--- config.mk ---
export PLATFORM = sky130hd
export DESIGN_NAME = alu_fpga_console
export DESIGN_NICKNAME = d
export VERILOG_FILES = /design/src/rtl/alu_fpga_console.sv
export SDC_FILE = /design/constraint.sdc
export NUM_CORES = 1
export LEC_CHECK = 0
export ABC_AREA = 1
export BUFFER_PORTS_ARGS = -buffer_cell sky130_fd_sc_hd__clkbuf_2
export CAP_MARGIN = 0
export CORE_MARGIN = 4
export CORE_UTILIZATION = 55
export CTS_CLUSTER_SIZE = 16
export DETAILED_ROUTE_END_ITERATION = 10
export GPL_ROUTABILITY_DRIVEN = 0
export GPL_TIMING_DRIVEN = 0
export HOLD_SLACK_MARGIN = 0.15
export PLACE_DENSITY = 0.82
export SLEW_MARGIN = 20
export SYNTH_ARGS = -nofsm -noshare
export SYNTH_HDL_FRONTEND = slang
export SYNTH_SLANG_ARGS = --single-unit
--- constraint.sdc ---
create_clock -name CLK -period 2.7 [get_ports CLK]
set_input_delay 0.135 -clock CLK [delete_from_list [all_inputs] [get_ports CLK]]
set_output_delay 0.135 -clock CLK [all_outputs]
set_load 0.02 [all_outputs]
--- src/rtl/alu_fpga_console.sv ---
// Board console for an external ALU: debounced keys load operands, launch one-cycle
// executions and cycle a multi-mode active-low seven-segment display.
module alu_fpga_console #(
    parameter int DATA_W     = 32,
    parameter int NDIGITS    = 8,
    parameter int DEB_CYCLES = 16
) (
    input  logic                   CLK,
    input  logic                   nRST,
    input  logic [17:0]            SW,
    input  logic [3:0]             KEY,
    output logic [DATA_W-1:0]      alu_portA,
    output logic [DATA_W-1:0]      alu_portB,
    output logic [3:0]             alu_op,
    input  logic [DATA_W-1:0]      alu_out,
    input  logic                   alu_neg,
    input  logic                   alu_ovf,
    input  logic                   alu_zero,
    output logic                   busy,
    output logic                   res_valid,
    output logic [7*NDIGITS-1:0]   hex
);

    localparam int CNT_W = $clog2(DEB_CYCLES + 1);
    localparam logic [CNT_W-1:0] CNT_LAST = CNT_W'(DEB_CYCLES - 1);

    typedef enum logic [0:0] {IDLE, EXEC} state_t;
    typedef enum logic [1:0] {M_RESULT, M_OPA, M_OPB, M_FLAGS} mode_t;

    function automatic logic [6:0] seg7(input logic [3:0] n);
        case (n)
            4'h0: seg7 = 7'b1000000;
            4'h1: seg7 = 7'b1111001;
            4'h2: seg7 = 7'b0100100;
            4'h3: seg7 = 7'b0110000;
            4'h4: seg7 = 7'b0011001;
            4'h5: seg7 = 7'b0010010;
            4'h6: seg7 = 7'b0000010;
            4'h7: seg7 = 7'b1111000;
            4'h8: seg7 = 7'b0000000;
            4'h9: seg7 = 7'b0010000;
            4'hA: seg7 = 7'b0001000;
            4'hB: seg7 = 7'b0000011;
            4'hC: seg7 = 7'b0100111;
            4'hD: seg7 = 7'b0100001;
            4'hE: seg7 = 7'b0000110;
            default: seg7 = 7'b0001110;
        endcase
    endfunction

    logic [3:0]       key_p0, key_p1;
    logic [CNT_W-1:0] cnt [4];
    logic [3:0]       locked;
    logic [3:0]       pulse;

    // Synchroniser and debouncer. A key leaves reset locked, so a button held
    // through reset must be seen released before it can fire again.
    always_ff @(posedge CLK) begin
        if (!nRST) begin
            key_p0 <= '1;
            key_p1 <= '1;
            locked <= '1;
            pulse  <= '0;
            for (int k = 0; k < 4; k++) cnt[k] <= '0;
        end else begin
            key_p0 <= KEY;
            key_p1 <= key_p0;
            pulse  <= '0;
            for (int k = 0; k < 4; k++) begin
                // Count only while the level opposes the current locked state.
                if (locked[k] == key_p1[k]) begin
                    if (cnt[k] == CNT_LAST) begin
                        cnt[k]    <= '0;
                        locked[k] <= ~locked[k];
                        pulse[k]  <= ~locked[k];
                    end else begin
                        cnt[k] <= cnt[k] + 1'b1;
                    end
                end else begin
                    cnt[k] <= '0;
                end
            end
        end
    end

    state_t state, state_n;
    mode_t  mode;
    logic   load_a, load_b, start, capture;
    logic [DATA_W-1:0] operand;
    logic [DATA_W-1:0] result;
    logic [2:0]        flags;
    logic              unused_sw;

    assign unused_sw = SW[17];

    always_comb begin
        operand       = {DATA_W{SW[16]}};
        operand[15:0] = SW[15:0];
    end

    always_comb begin
        state_n = state;
        load_a  = 1'b0;
        load_b  = 1'b0;
        start   = 1'b0;
        capture = 1'b0;
        case (state)
            IDLE: begin
                if (pulse[2]) begin
                    start   = 1'b1;
                    state_n = EXEC;
                end else if (pulse[0]) begin
                    load_a = 1'b1;
                end else if (pulse[1]) begin
                    load_b = 1'b1;
                end
            end
            default: begin
                capture = 1'b1;
                state_n = IDLE;
            end
        endcase
    end

    always_ff @(posedge CLK) begin
        if (!nRST) begin
            state     <= IDLE;
            mode      <= M_RESULT;
            alu_portA <= '0;
            alu_portB <= '0;
            alu_op    <= '0;
            result    <= '0;
            flags     <= '0;
            res_valid <= 1'b0;
        end else begin
            state <= state_n;
            if (load_a)  alu_portA <= operand;
            if (load_b)  alu_portB <= operand;
            if (start)   alu_op    <= SW[3:0];
            if (capture) begin
                result    <= alu_out;
                flags     <= {alu_neg, alu_ovf, alu_zero};
                res_valid <= 1'b1;
            end
            if (pulse[3]) mode <= mode_t'(mode + 2'd1);
        end
    end

    assign busy = (state == EXEC);

    logic [DATA_W-1:0] shown;

    always_comb begin
        case (mode)
            M_RESULT: shown = res_valid ? result : '0;
            M_OPA:    shown = alu_portA;
            default:  shown = alu_portB;
        endcase
    end

    for (genvar i = 0; i < NDIGITS; i++) begin : g_digit
        logic [6:0] nib_seg;
        logic [6:0] flag_seg;
        if (i < DATA_W / 4) begin : g_nib
            assign nib_seg = seg7(shown[4*i +: 4]);
        end else begin : g_blank
            assign nib_seg = 7'b1111111;
        end
        if (i < 3) begin : g_flag
            assign flag_seg = seg7({3'b000, flags[i]});
        end else if (i == 3) begin : g_opc
            assign flag_seg = seg7(alu_op);
        end else begin : g_fblank
            assign flag_seg = 7'b1111111;
        end
        assign hex[7*i +: 7] = (mode == M_FLAGS) ? flag_seg : nib_seg;
    end

endmodule

Word-level counts from Yosys, hierarchy flattened:

Memories as Yosys holds them, arrays and structs flattened. A register that Yosys moved wholly into a read port is not among the register bits.
Cells that the tools add are included.

* flip-flop bits (word level): 93
* bits in writable memories: 20
* ROM bits: 1008
* input port bits: 59
* output and inout bits: 126
* logic and storage cells: 152
* memories: 10

Memory list
* (no name shown): words 16, bits a word 7, read ports 1, clocked after Yosys merged registers in 0, wr ports 0, RTL line 31 `case (n)`
* (no name shown): words 16, bits a word 7, read ports 1, clocked after Yosys merged registers in 0, wr ports 0, RTL line 31
* (no name shown): words 16, bits a word 7, read ports 1, clocked after Yosys merged registers in 0, wr ports 0, RTL line 31
* (no name shown): words 16, bits a word 7, read ports 1, clocked after Yosys merged registers in 1, wr ports 0, RTL line 31
* (no name shown): words 16, bits a word 7, read ports 1, clocked after Yosys merged registers in 0, wr ports 0, RTL line 31
* (no name shown): words 16, bits a word 7, read ports 1, clocked after Yosys merged registers in 0, wr ports 0, RTL line 31
* +4 memories

* add/subtract/negate cells: 5
* equality and inequality tests: 10
* mux-type cells: 81
* bitwise gates (word level): 19
* reductions and logical operators: 9

Operators with widths (count)
* $pmux W32 S2: 1
* $mux W5: 12
* $mux W7: 8
* $mux W1: 54
* $pmux W7 S2: 3
* $mux W32: 1
* $add A5 B1 Y5 const B: 4
* $eq A5 B4 Y1 const B: 4
* $or A1 B1 Y1: 12
* $reduce_and A3 Y1: 4
* $mux W4: 2
* $reduce_and A2 Y1: 4
* $not A1 Y1: 7
* $eq A1 B1 Y1: 4
* $add A2 B1 Y2 const B: 1
* $eq A2 B1 Y1 const B: 1
* $eq A2 B2 Y1 const B: 1
* $logic_not A2 Y1: 1

Depth between registers and ports, before layout:

An unclocked memory read counts as a cell.

* depth in word-level cells: 9
* depth in mapped cells: 16

Worst setup path before layout:

No wires, ideal clock.

* path type: flip-flop to output port
* from: register mode[0]
* to: output hex[15]
* arrival time: 2.362 ns
* required time: 2.565 ns
* setup slack: 0.203 ns
* cell stages (with the launch flop): 15
* path buffers: 1
* path through: dfxtp_1 inv_1 ha_1 inv_1 nand2_2 buf_6 or2_2 nand2_1 inv_1 ha_1 inv_1 nand3_1 nand2_1 nand2_1 a21oi_1

* cells in the longest elaborated chain, start to end: 4
* elaborated cells between the ends (all ways): 6
* classes of those cells: eq/ne: 2; mux: 2; reduce/logical: 1; memory: 1

RTL lines
* from (decl): RTL line 87 `mode_t mode;`
* from (signal assigned): RTL line 145 `if (pulse[3]) mode <= mode_t'(mode + 2'd1);`
* $eq A2 B1 Y1 / $logic_not A2 Y1 (equally long branches): RTL line 154 `case (mode)`
* $pmux W32 S2: RTL line 154
* $mem_v2 Z16 W7
* $mux W7 *: RTL line 176 `assign hex[7*i +: 7] = (mode == M_FLAGS) ? flag_seg : nib_seg;`
* to (decl): RTL line 21 `output logic [7*NDIGITS-1:0] hex`

Every way passes the cells marked *; elsewhere a longest branch is shown, timed or not.

Final worst setup path:

* from: register mode[1]
* to: output hex[42]

Same word-level chain as after synthesis.

==> flow_summary_export.csv <==
group,metric,value,unit
outcome,status,"complete, no violations",
logic_synthesis,synth_top_area_cell,"dfxtp_1",
cts,clk_pin_slew,0.06,ns
drt,drc,0,
worst_setup_path,crit_required,2.57,ns
die,start_util,57.1,%
sta,worstMarginPinSlew,0.725,ns
sta,skew,0.00679,ns
power,vdd_ir_drop_max,469,uV
die,io_pins,185,
die,core_area,0.0135,mm2
sta,period_needed,2.69,ns
placement,place_area,0.00891,mm2
worst_setup_path,cp-start-kind,"flip-flop",
drt,routed_wl,27.3,mm
sta,slew_headroom,51.6,%
layout,finalNetCount,1570,
sta,final.setup.tns,0,ns
logic_synthesis,ys_async_sr_fraction,0,%
die,die_h,126,um
cts,cts_root_buf,"clkbuf_16",
drt,drt_pre_antenna_iters,6,
drt,routedLengthMet1,9.88,mm
die,dieArea,0.0160,mm2
power,power_density,388,mW/mm2
global_route,grt_max_degree,19,
sta,finalHoldViolCount,0,
drt,vias,8984,
cts,cts_buffers,17,
layout,nFillCells,863,
worst_setup_path,crit_type,"reg2out",
logic_synthesis,ys_seq_elements,120,
logic_synthesis,ys_seq_area_share,33.8,%
drt,top_layer,"met4",
sta,period_share,99.5,%
layout,area_growth,40.3,%
power,p_leak,5.71,nW
placement,portBuffers,183,
logic_synthesis,syn_avg_cell_area,6.84,um2
cts,clk_latency,0.42,ns
placement,hpwl,16.9,mm
global_route,grt_pass1_wl,41.2,mm
global_route,overflow,0,
worst_setup_path,endpoint_kind,"primary output",
logic_synthesis,synth_top_flop_cell,"dfxtp_1",
hold_path,hold_path_class,"reg2reg",
logic_synthesis,synth_top_area_share,26.0,%
layout,final_util,80.1,%
die,rows,42,
layout,drive_gt1_share,29.2,%
sta,rsz0062_at_grt,"true",
cts,cts_tree,"built",
sta,fmax,372,MHz
flow_run,maxCapViolCount,0,
logic_synthesis,yosys_warnings,0,
logic_synthesis,ys_types,37,
drt,vias_per_cell,5.48,
global_route,track_usage,31.7,%
sta,finalSetupViolCount,0,
cts,h-tree-depth,4,
logic_synthesis,synth_edf_count,20,
drt,route.antenna.remaining_nets,0,
global_route,antenna_found_initial,2,
sta,slew_violations,0,
placement,dpl.cell_count,1504,
cts,cts.sinks,120,
drt,post_drt_wl_per_cell,16.7,um
drt,first_iter_violations,904,
power,total_power,4.19,mW
worst_setup_path,cp.arrival,2.55,ns
cts,clockBufferDepth,2,
global_route,grt_pass1_vias,8425,
drt,wl_met2,13.1,mm
drt,wl_met3,2.59,mm
worst_setup_path,worstPathMaxFanout,9,
logic_synthesis,synth_area,0.00771,mm2
logic_synthesis,syn_inst,1126,
layout,fin_area,0.0108,mm2
layout,fin_cells,1638,
die,fp.dieW,126,um
logic_synthesis,synthTopCellsByArea,"dfxtp_1 (26%), nand2_1 (14%), ha_1 (10%), nor2_1 (8.3%), edfxtp_1 (7.8%)",
## placed cells by master, fill, tap and decap left out, types with 4 or more instances in the layout
cell,n
o21ai_0,90
a31oi_1,4
clkbuf_16,18
nor4_1,4
nor2_4,11
nand2_4,13
clkinvlp_4,6
nand3_2,13
buf_2,11
dlygate4sd3_1,57
ha_1,57
clkbuf_1,23
a21oi_1,20
o21bai_1,4
clkbuf_2,166
nor3b_1,4
edfxtp_1,20
a21oi_2,5
conb_1,20
buf_4,75
buf_6,12
inv_1,70
o21ai_1,7
inv_2,23
nand3_1,93
ha_4,6
nand2_2,16
nor2_2,7
inv_4,7
o211ai_1,10
dfxtp_1,95
nand2_1,283
or2_2,9
nor2_1,161
## repair_timing
action | 4_1_cts | 5_1_grt
gates cloned | 1 | 1
hold buffers | 57 | 0
resized for setup | 54 | 97
buffers inserted | 13 | 30
endpoints found under the hold margin | 75 | 0
pin swaps | 8 | 23
endpoints found under the setup margin | 56 | 53
## cells by family (layout without fill, tap and decap cells)
family,Yosys count,count (layout),synth area share (%)
xor gates and xnor gates,3,3,0.341
other,1,22,0.0487
adders and majority gates,64,64,10.4
and+or+nand+nor,627,627,35.2
AOI/OAI and AO/OA,141,141,9.68
DFF,120,120,33.8
buffers and inverters,170,485,10.6
## final cells by class
class                   instances  area, um2  area share, %
diodes                          2       5.00         0.0463
plain buffers                  67        432           3.99
clock buffers                  18        450           4.17
clock inverters                14       98.8          0.914
inverters                     101        402           3.71
multi-input cells             855       4690           43.4
flip-flops and latches        120       2610           24.2
well taps                     176        220           2.04
repair buffers                285       1900           17.6
## layer usage
metal | vias up | GRT usage [%]
met5 | - | 0
met4 | 0 | 17.2
met3 | 164 | 6.26
met2 | 589 | 54.6
met1 | 4026 | 37.0
li1 | 4205 | -
## path summary, 6_finish.rpt
path	start	endpoint	slack (ns)	depth (start not counted)
setup / recovery	mode[1]	hex[42]	0.01	13
hold / removal	key_p0[2]	key_p1[2]	0.41	1
setup reg to reg	busy	g_digit[3].flag_seg[3]	0.63	10
hold reg to reg	key_p0[2]	key_p1[2]	0.41	1
## cell usage after synthesis, types with 2 or more instances
| library cell | instances |
|---|---|
| nand3_1 | 103 |
| xnor2_1 | 3 |
| buf_2 | 7 |
| nand2_1 | 294 |
| dfxtp_1 | 100 |
| nor2_1 | 170 |
| a31oi_1 | 4 |
| nor2_2 | 5 |
| buf_6 | 5 |
| a21oi_1 | 26 |
| nor2_4 | 4 |
| or2_2 | 12 |
| nor4_1 | 4 |
| inv_4 | 2 |
| ha_1 | 64 |
| o211ai_1 | 10 |
| buf_1 | 2 |
| edfxtp_1 | 20 |
| o21ai_0 | 93 |
| nand2_4 | 3 |
| nand3_2 | 5 |
| nand2_2 | 16 |
| o21ai_1 | 4 |
| inv_1 | 87 |
| nor3b_1 | 4 |
| buf_4 | 31 |
| clkbuf_1 | 23 |
| o21bai_1 | 4 |
| nand4_1 | 3 |
| inv_2 | 11 |
## state kept, by name, indices dropped and copies added (netlist names)
name and flops:
alu_portA 17, res_valid 1, mode 2, pulse 4, result 32, alu_op 4, cnt 20, busy 1
g_digit.flag_seg 7, key_p0 4, locked 4, flags 3, key_p1 4, alu_portB 17
## power by group
group | switching, mW | internal (mW)
combinational | 0.119 | 0.118
clock | 0.863 | 1.22
sequential | 0.0161 | 1.85
## stage by stage
| step | hold slack [ns] | worst slack (ns) |
|---|---|---|
| floorplan | 0.242 | 0.203 |
| global placement | 0.321 | 0.0251 |
| detailed placement | 0.328 | -0.0349 |
| CTS | 0.416 | -0.0433 |
| global route | 0.422 | -0.0823 |
| finish | 0.411 | 0.0135 |
## critical path, cell delays in order, from the launching register on
cell and delay, ns:
dfxtp_2 0.33, inv_4 0.09, ha_4 0.24, nor2_4 0.08, buf_8 0.13, buf_4 0.18
a21oi_4 0.19, nand2_1 0.14, ha_1 0.22, inv_1 0.07, nand2_1 0.08, nand3_1 0.12
nand3_1 0.08, buf_2 0.18
Power figures use the tool's default switching activity.
